==> src/rtl/hex4_seg_scanner.sv <==
// Four-digit multiplexed hex display driver for a common-anode 7-segment module.
// A free-running prescaler paces the digit scan; sel and seg are registered, active-low.
module hex4_seg_scanner #(
    parameter int unsigned SCAN_DIV_W = 15
) (
    input  logic        clk_50m,
    input  logic        rst_n,
    input  logic [15:0] number,
    input  logic [3:0]  dot,
    output logic [3:0]  sel,
    output logic [7:0]  seg
);

    logic [SCAN_DIV_W-1:0] presc_q, presc_d;
    logic [1:0]            idx_q, idx_d;
    logic [3:0]            sel_q, sel_d;
    logic [7:0]            seg_q, seg_d;
    logic                  scan_tick;
    logic [3:0]            nibble;

    // Active-high {g,f,e,d,c,b,a} pattern for one hex digit
    function automatic logic [6:0] hexpat(input logic [3:0] v);
        logic [6:0] p;
        unique case (v)
            4'h0: p = 7'h3F;
            4'h1: p = 7'h06;
            4'h2: p = 7'h5B;
            4'h3: p = 7'h4F;
            4'h4: p = 7'h66;
            4'h5: p = 7'h6D;
            4'h6: p = 7'h7D;
            4'h7: p = 7'h07;
            4'h8: p = 7'h7F;
            4'h9: p = 7'h6F;
            4'hA: p = 7'h77;
            4'hB: p = 7'h7C;
            4'hC: p = 7'h39;
            4'hD: p = 7'h5E;
            4'hE: p = 7'h79;
            4'hF: p = 7'h71;
        endcase
        return p;
    endfunction

    always_comb begin
        presc_d   = presc_q + 1'b1;
        scan_tick = &presc_q;
        idx_d     = scan_tick ? idx_q + 2'd1 : idx_q;
        nibble    = number[{idx_q, 2'b00} +: 4];
        // Outputs follow the current index, so a digit change lands one cycle after scan_tick
        sel_d     = ~(4'b0001 << idx_q);
        seg_d     = ~{dot[idx_q], hexpat(nibble)};
    end

    always_ff @(posedge clk_50m or negedge rst_n) begin
        if (!rst_n) begin
            presc_q <= '0;
            idx_q   <= '0;
            sel_q   <= '1;
            seg_q   <= '1;
        end else begin
            presc_q <= presc_d;
            idx_q   <= idx_d;
            sel_q   <= sel_d;
            seg_q   <= seg_d;
        end
    end

    assign sel = sel_q;
    assign seg = seg_q;

endmodule

==> config.mk <==
export PLATFORM = sky130hd
export DESIGN_NAME = hex4_seg_scanner
export DESIGN_NICKNAME = d
export VERILOG_FILES = /design/src/rtl/hex4_seg_scanner.sv
export SDC_FILE = /design/constraint.sdc
export NUM_CORES = 1
export LEC_CHECK = 0
export CAP_MARGIN = 10
export CORE_ASPECT_RATIO = 0.75
export CORE_MARGIN = 5
export CORE_UTILIZATION = 35
export CTS_CLUSTER_SIZE = 16
export DETAILED_ROUTE_END_ITERATION = 7
export HOLD_SLACK_MARGIN = 0.12
export PLACE_DENSITY = 0.65
export SYNTH_ARGS = -nofsm -noshare
export SYNTH_HDL_FRONTEND = slang
export SYNTH_SLANG_ARGS = --single-unit
export TNS_END_PERCENT = 5
==> constraint.sdc <==
create_clock -name clk_50m -period 1.9 [get_ports clk_50m]
set_input_delay 0.38 -clock clk_50m [delete_from_list [all_inputs] [get_ports clk_50m]]
set_output_delay 0.38 -clock clk_50m [all_outputs]
set_load 0.05 [all_outputs]
======== After elaboration in Yosys (flattened, before gate mapping) ========
Memory sizes are Yosys's and may differ from the RTL's.
Cells that the tools add are included.
cells by class
  equality and inequality tests ........... 0
  multiply operators ...................... 0
  reductions and logical operators ........ 1
  shift-type cells ........................ 2
  magnitude comparators ................... 1
  add/sub/neg operators ................... 2
  bitwise operators ....................... 2
  multiplexer cells ....................... 2
  div/mod/pow operators ................... 0
operator list
  operator                 count
  $shiftx A16 B5 Y4        1
  $add A15 B1 Y15 const B  1
  $reduce_and A15 Y1       1
  $not A8 Y8               1
  $not A4 Y4               1
  $shl A1 B2 Y4 const A    1
  $lt A2 B3 Y1 const B     1
  $add A2 B1 Y2 const B    1
  $bmux W1 S2              1
  $mux W1                  1
storage, ports and cells
  ROM bits ................................ 112
  memories kept ........................... 1
  input port bits ......................... 22
  word-level logic and storage cells ...... 15
  register bits ........................... 29
  memory bits (writable) .................. 0
  latch bits .............................. 0
memory list
  memory            words  width  read ports  clocked after memory_dff  write ports  RTL line  text
  (name not given)  16     7      1           0                         0            24        unique case (v)

======== Longest topological paths before layout ========
  word-level depth ........................ 3
  depth in mapped cells ................... 7

======== Worst setup path after synthesis ========
No wires, ideal clock.
  path kind ............................... register to register
  start point ............................. register idx_q[0]
  end point ............................... register seg_q[3] (netlist: seg[3])
  buffers on the path ..................... 1
  data arrival time ....................... 1.885 ns
  setup slack ............................. -0.079 ns
  stages on the path, launching flop included .. 7
  required time ........................... 1.806 ns
  period minus slack after synthesis ...... 1.979 ns
  cell sequence ........................... dfrtp_1 > buf_6 > mux4_1 > inv_1 > ha_1 > inv_1 > mux4_2
on the way
  word-level cells in the longest chain between the ends .. 3
ends and longest elaborated chain
  element                 RTL line  text
  from (decl)             15        logic [1:0] idx_q, idx_d;
  from (signal assigned)  63        idx_q <= idx_d;
  $shiftx A16 B5 Y4       49        nibble = number[{idx_q, 2'b00} +: 4];
  $mem_v2 Z16 W7          -
  $not A8 Y8              52        seg_d = ~{dot[idx_q], hexpat(nibble)};
  via seg_d[3]            17        logic [7:0] seg_q, seg_d;
  to (signal assigned)    65        seg_q <= seg_d;
  to (decl)               17
The timed path passes the listed nets, and every way through them passes these cells.
A chain may end at the register's enable or synchronous reset.

======== Worst setup path after layout ========
  start point ............................. input port number[13]
  end point ............................... register seg_q[3] (netlist: seg[3])
on the way
  word-level cells in the longest chain between the ends .. 3
ends and longest elaborated chain
  element            RTL line  text
  from (decl)        8         input logic [15:0] number,
  $shiftx A16 B5 Y4  49
  $mem_v2 Z16 W7     -
  $not A8 Y8         52
  via seg_d[3]       17
The timed path passes the listed nets, and every way through them passes these cells.

==> results.ini <==
[status]
status = complete, no violations

[worst_hold_path]
hold_class = reg -> reg

[timing]
tightest_slew_ns = 0.379
slew_viol_final = 0
finalClockSkew_ns = 0.00281
post-route-period-util = 0.982
setup_violations = 0
fin_setup_tns_ns = 0
whs_ns = 0.452
period_minus_slack_ns = 1.87
hold_viol_final = 0
fmax_ghz = 0.536
rsz0062_at_grt = yes
relSlewSlack = 0.745

[power]
power_density_nw_per_um2 = 682
ir_worst_vdd_v = 0.000414
leakage_nw = 0.888

[synthesis]
ys_seq_elements = 29
syn_area_sq_um = 1460
synth_nets = 149
yosys.area.top_type_share = 0.292
ys_types = 26
yosys.area.top_type = dfrtp_1
syn_area_per_cell_sq_um = 12.5
yosysSeqAreaShare = 0.509
netlist_instances = 116
yosys_warnings = 0
synth_area_leaders = dfrtp_1, dfstp_2, ha_1

[setup_path]
end_kind = register
r2r_slack_ns = 0.06
cpMostUsedCell = mux4_2
critPathArrivalTime_ns = 2.06
crit_chain = clkdlybuf4s50_1 > mux4_2 > buf_4 > ha_2 > mux4_2
start_kind = primary input
slowest_delay_ns = 0.51
cp_max_fo = 3
slowest_stage = mux4_2
worst-setup-path-type = in -> reg
crit_required_ns = 2.09

[finish]
layout_common_cells = buf_4, clkdlybuf4s50_1, dfrtp_1
area_growth_pct = 36.5
nNetsFinal = 198
final_common_cell = buf_4
antenna-diode-count = 0
drive_above_1_share = 0.345

[clock_network]
clockBufferDepth = 2
postCtsHoldBufs = 0
cts-buffers-inserted = 5
clkSlewWorstSetupHoldPaths_ns = 0.06
cts_num_sinks = 29
cts_tree = yes
htreeDepth = 2
clkLatencyLatePin_ns = 0.27
cts_root_buf = clkbuf_8

[grt]
grt_pass1_wl_mm = 4.96
grt_antenna_before_repair = 0
grt_usage = 0.114
grt_overflow_total = 0
grt_max_degree = 30
grt_pass1_vias = 1140

[floorplanning]
fp.coreArea_sq_um = 4030
die_x_microns = 84.5
boundaryPins = 34
die_y_microns = 65.8
rows = 20
initial_core_util = 0.361
dieArea_sq_um = 5560

[run]
cap_violations = 0

[drt]
drt.antenna.violating_nets = 0
drt_wl_total_mm = 2.83
via_per_inst = 4.64
drt_iter0_drc = 54
drc = 0
dr.pass1.iters = 4
vias = 1021
wl_per_cell_microns = 12.9

[place]
hpwl_mm = 2.21
place_congestion = 0.741
io_buffers = 33

flip-flops by register name, indices dropped and copies added, names as in the netlist:
name / flops
seg: 8
idx_q: 2
sel: 4
presc_q: 15
cells by family (layout without fill, tap and decap cells):
kind of cell / after synthesis / in the layout / synth area share
compound gates: 9 / 9 / 0.0430
xor+xnor: 14 / 14 / 0.0843
simple gates: 29 / 29 / 0.102
fa+ha+maj: 11 / 11 / 0.0946
buf+inv: 16 / 65 / 0.0516
mux: 8 / 8 / 0.115
flops: 29 / 29 / 0.509
per-layer routing:
layer	part of all wire	global-route usage	routed length (microns)
met2	0.47	0.190	1330
met3	0.073	0.0374	208
met1	0.45	0.140	1270
met4	0.011	0.0375	30
met5	0	0	0
final timing paths:
check	end	cells past startpoint	start
worst max-delay path	seg[3]	5	number[13]
worst min-delay path	presc_q[0]	1	presc_q[0]
worst max register to register	seg[3]	4	idx_q[0]
worst min register to register	presc_q[0]	1	presc_q[0]
max in group asynchronous	seg[3]	2	rst_n
min in group asynchronous	presc_q[1]	2	rst_n
critical path, delay by kind of cell:
kind | cells | cell delay (ns)
adders and majority gates | 1 | 0.18
buffers and inverters | 2 | 0.55
muxes | 2 | 0.94
timing repair:
action	CTS	global route
gates resized for setup	1	5
setup endpoints to repair	1	1
pin swaps	0	1
setup buffers	0	1
layout make-up:
cell class	count	area, sq um
Tap cell	55	68.8
Inverter	14	52.6
Timing Repair Buffer	44	383
Clock buffer	7	86.3
Multi-Input combinational cell	71	653
Fill cell	359	2040
Sequential cell	29	742
metrics by stage:
step,setup slack [ns],util,total power [mW],instance area [sq um],std cells
after floorplan,0.0135,-,0.763,1450,116
after global placement,-0.192,0.464,0.856,1870,212
after detailed placement,-0.253,0.464,0.863,1870,212
after CTS,0.0320,0.486,1.36,1960,219
after global routing,-0.00922,0.493,1.42,1990,220
final,0.0348,0.493,1.36,1990,220
Yosys cell counts, drive strengths merged:
cell type / instances
mux2: 1
mux2i: 1
buf: 2
nor2b: 2
nand2: 7
or2: 1
inv: 14
o21ai: 1
dfrtp: 17
nand3: 7
xnor2: 8
and3: 3
ha: 11
nor2: 4
xor2: 6
a211oi: 1
o31ai: 1
dfstp: 12
a21oi: 3
o22ai: 3
nand4: 2
mux4: 6
nor3: 3
power by group:
group	internal (mW)	switching [mW]
registers	0.643	0.00430
logic	0.0966	0.111
clock network	0.287	0.214
No activity file was read; power rests on OpenSTA's default activity.
